==> src/rtl/mc_main_control_if.sv <==
// Bundles the main-control handshake and datapath enables between the controller and the datapath/memory side.
interface mc_main_control_if;
   logic [5:0] opcode;
   logic       jump_reg;
   logic       mem_ready;
   logic       mem_req;
   logic       memwrite;
   logic       iord;
   logic       irwrite;
   logic       pcwrite;
   logic       pcwritecond;
   logic [1:0] pcsource;
   logic       regwrite;
   logic [1:0] regdst;
   logic [1:0] memtoreg;
   logic       alusrca;
   logic [1:0] alusrcb;
   logic [2:0] aluop;
   logic       illegal_op;
   logic [3:0] state;

   modport master (
      input  opcode, jump_reg, mem_ready,
      output mem_req, memwrite, iord, irwrite, pcwrite, pcwritecond, pcsource,
             regwrite, regdst, memtoreg, alusrca, alusrcb, aluop, illegal_op, state
   );

   modport slave (
      output opcode, jump_reg, mem_ready,
      input  mem_req, memwrite, iord, irwrite, pcwrite, pcwritecond, pcsource,
             regwrite, regdst, memtoreg, alusrca, alusrcb, aluop, illegal_op, state
   );
endinterface

==> src/rtl/mc_main_control.sv <==
// Multi-cycle main control FSM: fetch/decode/execute/memory/writeback sequencing with a req/ready memory handshake.
module mc_main_control (
   input  logic                clk,
   input  logic                reset,
   mc_main_control_if.master   bus
);

   typedef enum logic [3:0] {
      S_IDLE   = 4'd0,
      S_FETCH  = 4'd1,
      S_DECODE = 4'd2,
      S_MEMADR = 4'd3,
      S_MEMRD  = 4'd4,
      S_MEMWR  = 4'd5,
      S_MEMWB  = 4'd6,
      S_RTEX   = 4'd7,
      S_RTWB   = 4'd8,
      S_BEQ    = 4'd9,
      S_BLEZ   = 4'd10,
      S_ITEX   = 4'd11,
      S_ITWB   = 4'd12,
      S_JMP    = 4'd13,
      S_JAL    = 4'd14,
      S_BAD    = 4'd15
   } state_t;

   localparam logic [5:0] OP_R    = 6'b000000;
   localparam logic [5:0] OP_LW   = 6'b100011;
   localparam logic [5:0] OP_SW   = 6'b101011;
   localparam logic [5:0] OP_BEQ  = 6'b000100;
   localparam logic [5:0] OP_BLEZ = 6'b000110;
   localparam logic [5:0] OP_ADDI = 6'b001000;
   localparam logic [5:0] OP_ANDI = 6'b001100;
   localparam logic [5:0] OP_ORI  = 6'b001101;
   localparam logic [5:0] OP_J    = 6'b000010;
   localparam logic [5:0] OP_JAL  = 6'b000011;

   typedef struct packed {
      logic       mem_req;
      logic       memwrite;
      logic       iord;
      logic       pcwrite;
      logic       pcwritecond;
      logic [1:0] pcsource;
      logic       regwrite;
      logic [1:0] regdst;
      logic [1:0] memtoreg;
      logic       alusrca;
      logic [1:0] alusrcb;
      logic [2:0] aluop;
   } ctrl_t;

   state_t     state_q;
   state_t     state_next;
   logic [5:0] op_q;
   logic [5:0] op_next;
   ctrl_t      ctrl_q;
   logic       in_fetch;
   logic       jr_fire;

   function automatic state_t decode_target(input logic [5:0] op);
      state_t t;
      case (op)
         OP_R:                     t = S_RTEX;
         OP_LW, OP_SW:             t = S_MEMADR;
         OP_BEQ:                   t = S_BEQ;
         OP_BLEZ:                  t = S_BLEZ;
         OP_ADDI, OP_ANDI, OP_ORI: t = S_ITEX;
         OP_J:                     t = S_JMP;
         OP_JAL:                   t = S_JAL;
         default:                  t = S_FETCH;
      endcase
      return t;
   endfunction

   // Moore control word for a state; the opcode selects the ALU op in ITEX only.
   function automatic ctrl_t ctrl_of(input state_t s, input logic [5:0] op);
      ctrl_t c;
      c = '0;
      case (s)
         S_FETCH: begin
            c.mem_req = 1'b1;
            c.alusrcb = 2'b01;
         end
         S_DECODE: c.alusrcb = 2'b11;
         S_MEMADR: begin
            c.alusrca = 1'b1;
            c.alusrcb = 2'b10;
         end
         S_MEMRD: begin
            c.mem_req = 1'b1;
            c.iord    = 1'b1;
         end
         S_MEMWR: begin
            c.mem_req  = 1'b1;
            c.memwrite = 1'b1;
            c.iord     = 1'b1;
         end
         S_MEMWB: begin
            c.memtoreg = 2'b01;
            c.regwrite = 1'b1;
         end
         S_RTEX: begin
            c.alusrca = 1'b1;
            c.aluop   = 3'b100;
         end
         S_RTWB: begin
            c.regdst   = 2'b01;
            c.regwrite = 1'b1;
         end
         S_BEQ: begin
            c.alusrca     = 1'b1;
            c.aluop       = 3'b001;
            c.pcwritecond = 1'b1;
            c.pcsource    = 2'b01;
         end
         S_BLEZ: begin
            c.alusrca     = 1'b1;
            c.aluop       = 3'b101;
            c.pcwritecond = 1'b1;
            c.pcsource    = 2'b01;
         end
         S_ITEX: begin
            c.alusrca = 1'b1;
            c.alusrcb = 2'b10;
            case (op)
               OP_ANDI: c.aluop = 3'b010;
               OP_ORI:  c.aluop = 3'b011;
               default: c.aluop = 3'b000;
            endcase
         end
         S_ITWB: c.regwrite = 1'b1;
         S_JMP: begin
            c.pcwrite  = 1'b1;
            c.pcsource = 2'b10;
         end
         S_JAL: begin
            c.pcwrite  = 1'b1;
            c.pcsource = 2'b10;
            c.regdst   = 2'b10;
            c.memtoreg = 2'b10;
            c.regwrite = 1'b1;
            c.aluop    = 3'b110;
         end
         default: c = '0;
      endcase
      return c;
   endfunction

   always_comb begin
      op_next    = (state_q == S_DECODE) ? bus.opcode : op_q;
      state_next = S_FETCH;
      case (state_q)
         S_IDLE:   state_next = S_FETCH;
         S_FETCH:  state_next = bus.mem_ready ? S_DECODE : S_FETCH;
         S_DECODE: state_next = decode_target(bus.opcode);
         S_MEMADR: state_next = (op_q == OP_LW) ? S_MEMRD : S_MEMWR;
         S_MEMRD:  state_next = bus.mem_ready ? S_MEMWB : S_MEMRD;
         S_MEMWR:  state_next = bus.mem_ready ? S_FETCH : S_MEMWR;
         S_RTEX:   state_next = bus.jump_reg ? S_FETCH : S_RTWB;
         S_ITEX:   state_next = S_ITWB;
         default:  state_next = S_FETCH;
      endcase
   end

   // The control word is registered from the next state so it is already valid on state entry.
   always_ff @(posedge clk) begin
      if (reset) begin
         state_q <= S_IDLE;
         op_q    <= '0;
         ctrl_q  <= '0;
      end else begin
         state_q <= state_next;
         op_q    <= op_next;
         ctrl_q  <= ctrl_of(state_next, op_next);
      end
   end

   // Handshake-qualified enables and jr need the current-cycle inputs, so they stay combinational.
   always_comb begin
      in_fetch         = (state_q == S_FETCH);
      jr_fire          = (state_q == S_RTEX) && bus.jump_reg;
      bus.mem_req      = ctrl_q.mem_req;
      bus.memwrite     = ctrl_q.memwrite;
      bus.iord         = ctrl_q.iord;
      bus.irwrite      = in_fetch && bus.mem_ready;
      bus.pcwrite      = ctrl_q.pcwrite || (in_fetch && bus.mem_ready) || jr_fire;
      bus.pcwritecond  = ctrl_q.pcwritecond;
      bus.pcsource     = jr_fire ? 2'b11 : ctrl_q.pcsource;
      bus.regwrite     = ctrl_q.regwrite && ((state_q != S_MEMWB) || bus.mem_ready);
      bus.regdst       = ctrl_q.regdst;
      bus.memtoreg     = ctrl_q.memtoreg;
      bus.alusrca      = ctrl_q.alusrca;
      bus.alusrcb      = ctrl_q.alusrcb;
      bus.aluop        = ctrl_q.aluop;
      bus.illegal_op   = (state_q == S_DECODE) && (decode_target(bus.opcode) == S_FETCH);
      bus.state        = state_q;
   end

endmodule

==> src/flat_wrapper.sv <==
// flat-port wrapper written by rule: the top's interface ports become plain ports
module mc_main_control_flat 
  (clk, reset, bus_opcode, bus_jump_reg, bus_mem_ready, bus_mem_req, bus_memwrite, bus_iord, bus_irwrite, bus_pcwrite, bus_pcwritecond, bus_pcsource, bus_regwrite, bus_regdst, bus_memtoreg, bus_alusrca, bus_alusrcb, bus_aluop, bus_illegal_op, bus_state);
  mc_main_control_if bus_i ();
  input  logic clk;
  input  logic reset;
  input wire logic [$bits(bus_i.opcode)-1:0] bus_opcode;
  input wire logic [$bits(bus_i.jump_reg)-1:0] bus_jump_reg;
  input wire logic [$bits(bus_i.mem_ready)-1:0] bus_mem_ready;
  output wire logic [$bits(bus_i.mem_req)-1:0] bus_mem_req;
  output wire logic [$bits(bus_i.memwrite)-1:0] bus_memwrite;
  output wire logic [$bits(bus_i.iord)-1:0] bus_iord;
  output wire logic [$bits(bus_i.irwrite)-1:0] bus_irwrite;
  output wire logic [$bits(bus_i.pcwrite)-1:0] bus_pcwrite;
  output wire logic [$bits(bus_i.pcwritecond)-1:0] bus_pcwritecond;
  output wire logic [$bits(bus_i.pcsource)-1:0] bus_pcsource;
  output wire logic [$bits(bus_i.regwrite)-1:0] bus_regwrite;
  output wire logic [$bits(bus_i.regdst)-1:0] bus_regdst;
  output wire logic [$bits(bus_i.memtoreg)-1:0] bus_memtoreg;
  output wire logic [$bits(bus_i.alusrca)-1:0] bus_alusrca;
  output wire logic [$bits(bus_i.alusrcb)-1:0] bus_alusrcb;
  output wire logic [$bits(bus_i.aluop)-1:0] bus_aluop;
  output wire logic [$bits(bus_i.illegal_op)-1:0] bus_illegal_op;
  output wire logic [$bits(bus_i.state)-1:0] bus_state;
  assign bus_i.opcode = bus_opcode;
  assign bus_i.jump_reg = bus_jump_reg;
  assign bus_i.mem_ready = bus_mem_ready;
  assign bus_mem_req = bus_i.mem_req;
  assign bus_memwrite = bus_i.memwrite;
  assign bus_iord = bus_i.iord;
  assign bus_irwrite = bus_i.irwrite;
  assign bus_pcwrite = bus_i.pcwrite;
  assign bus_pcwritecond = bus_i.pcwritecond;
  assign bus_pcsource = bus_i.pcsource;
  assign bus_regwrite = bus_i.regwrite;
  assign bus_regdst = bus_i.regdst;
  assign bus_memtoreg = bus_i.memtoreg;
  assign bus_alusrca = bus_i.alusrca;
  assign bus_alusrcb = bus_i.alusrcb;
  assign bus_aluop = bus_i.aluop;
  assign bus_illegal_op = bus_i.illegal_op;
  assign bus_state = bus_i.state;
  mc_main_control u_core (.clk(clk), .reset(reset), .bus(bus_i));
endmodule
==> config.mk <==
export PLATFORM = sky130hd
export DESIGN_NAME = mc_main_control_flat
export DESIGN_NICKNAME = d
export VERILOG_FILES = /design/src/rtl/mc_main_control_if.sv /design/src/rtl/mc_main_control.sv /design/src/flat_wrapper.sv
export SDC_FILE = /design/constraint.sdc
export NUM_CORES = 1
export LEC_CHECK = 0
export ABC_AREA = 1
export CAP_MARGIN = 30
export CORE_MARGIN = 3
export CORE_UTILIZATION = 35
export CTS_BUF_LIST = sky130_fd_sc_hd__clkbuf_16
export DETAILED_ROUTE_END_ITERATION = 16
export PLACE_DENSITY_LB_ADDON = 0.1
export SETUP_SLACK_MARGIN = 0.2
export SLEW_MARGIN = 20
export SYNTH_ARGS = -nofsm -noshare
export SYNTH_HDL_FRONTEND = slang
export SYNTH_SLANG_ARGS = --single-unit
export TNS_END_PERCENT = 10
==> constraint.sdc <==
create_clock -name clk -period 2.2 [get_ports clk]
set_input_delay 0.33 -clock clk [delete_from_list [all_inputs] [get_ports clk]]
set_output_delay 0.33 -clock clk [all_outputs]
set_load 0.01 [all_outputs]
Word level (Yosys, flattened, before mapping):

Index checks and enable logic that the tools add are counted.

* memory bits (read-only): 0
* memories kept: 0
* output and inout bits: 24
* bits of input ports: 10
* bits in latches: 0
* word-level logic and storage cells: 88
* register bits after elaboration: 28
* bits in writable memories: 0

* bitwise gates (word level): 0
* $mul: 0
* reductions and logical operators: 17
* div/mod/pow operators: 0
* shift-type cells: 0
* $lt $le $gt $ge: 0
* equality and inequality tests: 35
* mux-type cells: 22
* add/subtract/negate cells: 0

Operators by type and width (number)
* case mux 4 bit (7 select lines): 2
* == test 4 bit (second input constant): 8
* == test 6 x 4 -> 1 bit (second input constant): 5
* == test 4 x 3 -> 1 bit (second input constant): 7
* == test 6 bit (second input constant): 3
* == test 4 x 2 -> 1 bit (second input constant): 4
* case mux 2 bit (2 select lines): 4
* case mux 3 bit (5 select lines): 1
* == test 4 x 1 -> 1 bit (second input constant): 3
* == test 6 x 2 -> 1 bit (second input constant): 2
* == test 6 x 3 -> 1 bit (second input constant): 2
* OR reduction 2 bit: 5
* two-way mux 1 bit: 8
* zero test 6 bit: 1
* two-way mux 2 bit: 3
* two-way mux 6 bit: 1
* case mux 2 bit (3 select lines): 1
* OR reduction 3 bit: 2
* OR reduction 5 bit: 1
* logical AND 1 bit: 4
* two-way mux 4 bit: 1
* inequality test 4 x 3 -> 1 bit (second input constant): 1
* OR reduction 4 bit: 1
* logical OR 1 bit: 3
* two-way mux 3 bit: 1

Longest topological paths before layout:

* word-level depth: 7
* mapped depth: 13
* gate-level depth less buffers: 12

Worst setup path after synthesis:

No wires, ideal clock.

* kind: register to register
* start point: register u_core.state_q[0], in the netlist u_core.bus.state[0]
* end point: register u_core.ctrl_q, in the netlist u_core.bus.aluop[0]
* path slack: 0.737 ns
* period minus slack after synthesis: 1.463 ns
* setup time: 0.120 ns
* required time: 2.080 ns
* stages on the path, launching flop included: 13
* buffers on the path: 1
* data arrival time: 1.344 ns
* cell sequence: dfxtp_1 -> buf_6 -> inv_2 -> nand2_1 -> nand2_1 -> nand3_1 -> nand2_1 -> inv_1 -> nand2_1 -> nor2_4 -> nand2_1 -> nand4_1 -> nand2_1

* longest elaborated chain between the ends: 5
* elaborated cells between the ends (all ways): 18
* those cells by class: eq/ne: 14; mux: 4

Ends and longest elaborated chain
* start, declared: line mc_main_control.sv:53 `state_t state_q;`
* start signal, assigned: line mc_main_control.sv:173 `state_q <= state_next;`
* == test 4 x 2 -> 1 bit: line mc_main_control.sv:151, mc_main_control.sv:153
* two-way mux 6 bit: line mc_main_control.sv:151 `op_next = (state_q == S_DECODE) ? bus.opcode : op_q;`
* == test 6 x 4 -> 1 bit: line mc_main_control.sv:126 `case (op)`
* case mux 2 bit (2 select lines): line mc_main_control.sv:126
* case mux 3 bit (5 select lines) (*): line mc_main_control.sv:80 `case (s)`
* end signal, assigned: line mc_main_control.sv:175 `ctrl_q <= ctrl_of(state_next, op_next);`
* end, declared: line mc_main_control.sv:57 `ctrl_t ctrl_q;`

Every way passes the cells marked *; elsewhere a longest branch is shown, timed or not.
A chain may end at the register's enable or synchronous reset.

Worst setup path in the final report:

* start point: input port bus_mem_ready
* end point: output port bus_regwrite

* longest elaborated chain between the ends: 2

Ends and longest elaborated chain
* start, declared: line flat_wrapper.sv:9 `input wire logic [$bits(bus_i.mem_ready)-1:0] bus_mem_ready;`
* logical OR 1 bit: line mc_main_control.sv:190 `bus.regwrite = ctrl_q.regwrite && ((state_q != S_MEMWB) || bus.mem_ready);`
* logical AND 1 bit: line mc_main_control.sv:190
* end, declared: line flat_wrapper.sv:17 `output wire logic [$bits(bus_i.regwrite)-1:0] bus_regwrite;`

No other way between the ends.

==> results.md <==
* Residual DRC count at 0
* Post-synth EDFFs at 0
* Die width at 69.6 um
* RSZ-0062 raised after global routing: yes
* Max_slew headroom at 82.8%
* Hold Vio Cnt, Final at 0
* WHS at 0.551 ns
* Max H-tree Level at 1
* Die ar. at 4840 um^2
* Critical path data required time at roughly 1.9 ns
* Initial Util at 37.5%
* CP startpoint kind: input port
* Synth-to-Final Area Change at 35.0%
* Register bit count reported by yosys at 27
* Maximum VDD drop at 290 uV
* Flop-to-flop setup slack at 0.53 ns
* Vias in the first global route at 1,253
* Core Rows at 22
* Pwr/cell area at 629 nW/um^2
* CTS Buf Count at 3
* Post-DP HPWL at 2510 um
* RePlAce Congestion at 0.858
* DIE HEIGHT at approximately 70 um
* Slowest CP cell: clkdlybuf4s50_1
* M3 GR Usage at 3.19%
* Pin count of the biggest net entering global routing at 17
* Yosys warning total at 0
* Avg Synthesized Cell Area at 6.77 um^2
* Worst clock skew at 0.00589 ns
* ANT cells at 0
* Gate Count Post-Synth at between 200 and 250
* Final antenna-violating net count at 0
* Initial drt markers at 75
* CTS Sinks at 27
* Final setup margin at 0.207 ns
* Synthesized Nets at between 200 and 250
* CTS tree: yes
* Commonest non-fill, non-tap cell in the layout: nand2_1
* Met1 Resource Use GR at 18.7%
* Buf/Inv on CP at 3
* DRT Pass-1 Iters at 4
* Busiest layer in global routing: met2
* I/O Pins at 34
* Final Setup Violations at 0
* Post-synthesis sequential area ratio at between 30% and 40%
* Element type at the critical path end: primary output
* Final net count at 259
* Initial antenna violation count at 0
* Setup TNS at 0 ns
* Max FO, Critical Path at 4
* Max Clk Rate at between 0.5 and 0.6 GHz
* Ys flop type: dfxtp_1
* Min-Delay Path Class: flip-flop to flip-flop
* Place WS at -0.171 ns
* Max-cap viol count at 0
* Leak Pwr at 0.901 nW
* Global-route wire length before repair at 5420 um
* Routed Wire Length at around 3100 um
* Fin. max-slew vios at 0
* Most used cell, CP: clkdlybuf4s50_1
* Final Cycle Share at 90.6%
* CP Cell Sequence: clkdlybuf4s50_1 -> inv_1 -> a31oi_1 -> clkdlybuf4s50_1
* Share of layout cells above drive strength 1 at ~19%
* WS Path Type: input port to primary output
* Largest cells by area after synthesis: dfxtp_1 (38%), nand2_1 (12%), nor2_1 (9.5%)
* Average wire per standard cell at ~11 um
* Crit path DAT at approximately 1.7 ns
* Cell family with most CP delay: buffers and inverters
* Vias at ~1.3k
* Status: finished, final reports clean
* Core area at around 3800 um^2
* Via/cell ratio at approximately 4.4
* CTS Hold Bufs at 0
* Total GRT Usage at about 14%
* Minimum clock period at about 2.0 ns
* Syn Std Cell Area at about 1400 um^2
* GR Util met2 at 21.0%
* Commonest non-fill, non-tap cells in the layout: nand2_1 (44), nor2_1 (35), inv_1 (29), clkdlybuf4s50_1 (29), dfxtp_1 (24)
* CTS max path bufs at 2
* Area leader, netlist: dfxtp_1
* CTS root buf: clkbuf_16
* Share of the synthesized area in the top cell type at a little under two fifths
* Ys async rst share at 0%
* Clock Latency Late Sink at between 0.2 and 0.3 ns
* Clock transition at the registers of the reported paths at about 0.070 ns
* Critical Path Max Stage Delay at 0.56 ns
* Library cells used by synthesis at 23
* Worst slew pin tran at 0.257 ns
* Gr ovfl total at 0
* IO Port Bufs at 33
[synth_stat cells, types with 2 or more instances]
cell type	count
nand2_1	44
nor2_1	36
inv_1	29
dfxtp_1	27
nand3_1	13
buf_4	9
nand2_2	6
inv_2	5
nand4_1	5
nor2_4	5
nand3b_1	4
nor2_2	4
o21ai_0	4
o21ai_1	4
a21oi_1	3
clkbuf_1	2
nand3_2	2
nor3_1	2
[timing repair]
action | in CTS | in global routing
setup endpoints to repair | 5 | 15
pin swaps | 2 | 1
buffers inserted | 1 | 0
resized for setup | 9 | 3
[registers in the layout, indices dropped and copies added, names as in the netlist]
name / flops
u_core.bus.alusrcb: 2
u_core.bus.memwrite: 1
u_core.bus.pcwritecond: 1
u_core.bus.regdst: 2
u_core.bus.mem_req: 1
u_core.bus.state: 4
u_core.ctrl_q: 4
u_core.bus.iord: 1
u_core.bus.alusrca: 1
u_core.bus.aluop: 3
u_core.op_q: 6
u_core.bus.memtoreg: 1
[worst reg2reg max path: stages, from the launching register on]
cell and delay (ns):
dfxtp_1 0.37, nor2_4 0.11, buf_4 0.16, inv_2 0.06, nor2_4 0.18, nand3b_1 0.14
inv_1 0.11, nor2_4 0.06, nand2_1 0.08, nand4_1 0.22, nand2_1 0.12
[worst paths after layout]
kind | startpoint | to | depth (start not counted)
worst min register to register | u_core.op_q[1]$_SDFF_PP0_ | u_core.op_q[1]$_SDFF_PP0_ | 4
worst max-delay path | bus_mem_ready | bus_regwrite | 4
worst min-delay path | u_core.op_q[1]$_SDFF_PP0_ | u_core.op_q[1]$_SDFF_PP0_ | 4
worst max register to register | u_core.bus.state[3]$_SDFF_PP0_ | u_core.bus.aluop[0]$_SDFF_PP0_ | 10
[cells by family after synthesis]
logic type,synth area share (%)
buffers and inverters,15.1
DFF,38.2
and+or+nand+nor,42.4
AOI/OAI and AO/OA,4.33
[report_power, final]
group          switching, mW  internal, mW
sequential            0.0193         0.513
combinational          0.138         0.112
clock                  0.173         0.247
[cell type report]
type | instances | area, um^2
Tap cell | 48 | 60.1
Sequential cell | 27 | 547
Inverter | 34 | 128
Clock buffer | 3 | 75.1
Multi-Input combinational cell | 136 | 663
Timing Repair Buffer | 47 | 430
Fill cell | 375 | 1860
Clock inverter | 1 | 7.51
[metal layers]
metal | part of all wire [%] | vias to the layer above
met5 | 0 | -
met4 | 1.2 | 0
met3 | 4.6 | 4
met2 | 42 | 25
met1 | 52 | 572
li1 | - | 715
[per-stage QoR]
stage	total power, mW	std cells	area (um^2)	utilization [%]
2_1_floorplan	0.694	209	1420	-
3_3_place_gp	0.795	291	1820	48.2
3_5_place_dp	0.793	291	1820	48.2
4_1_cts	1.22	296	1900	50.5
5_1_grt	1.26	296	1910	50.7
6_report	1.20	296	1910	50.7
(Power assumes the default switching activity.)
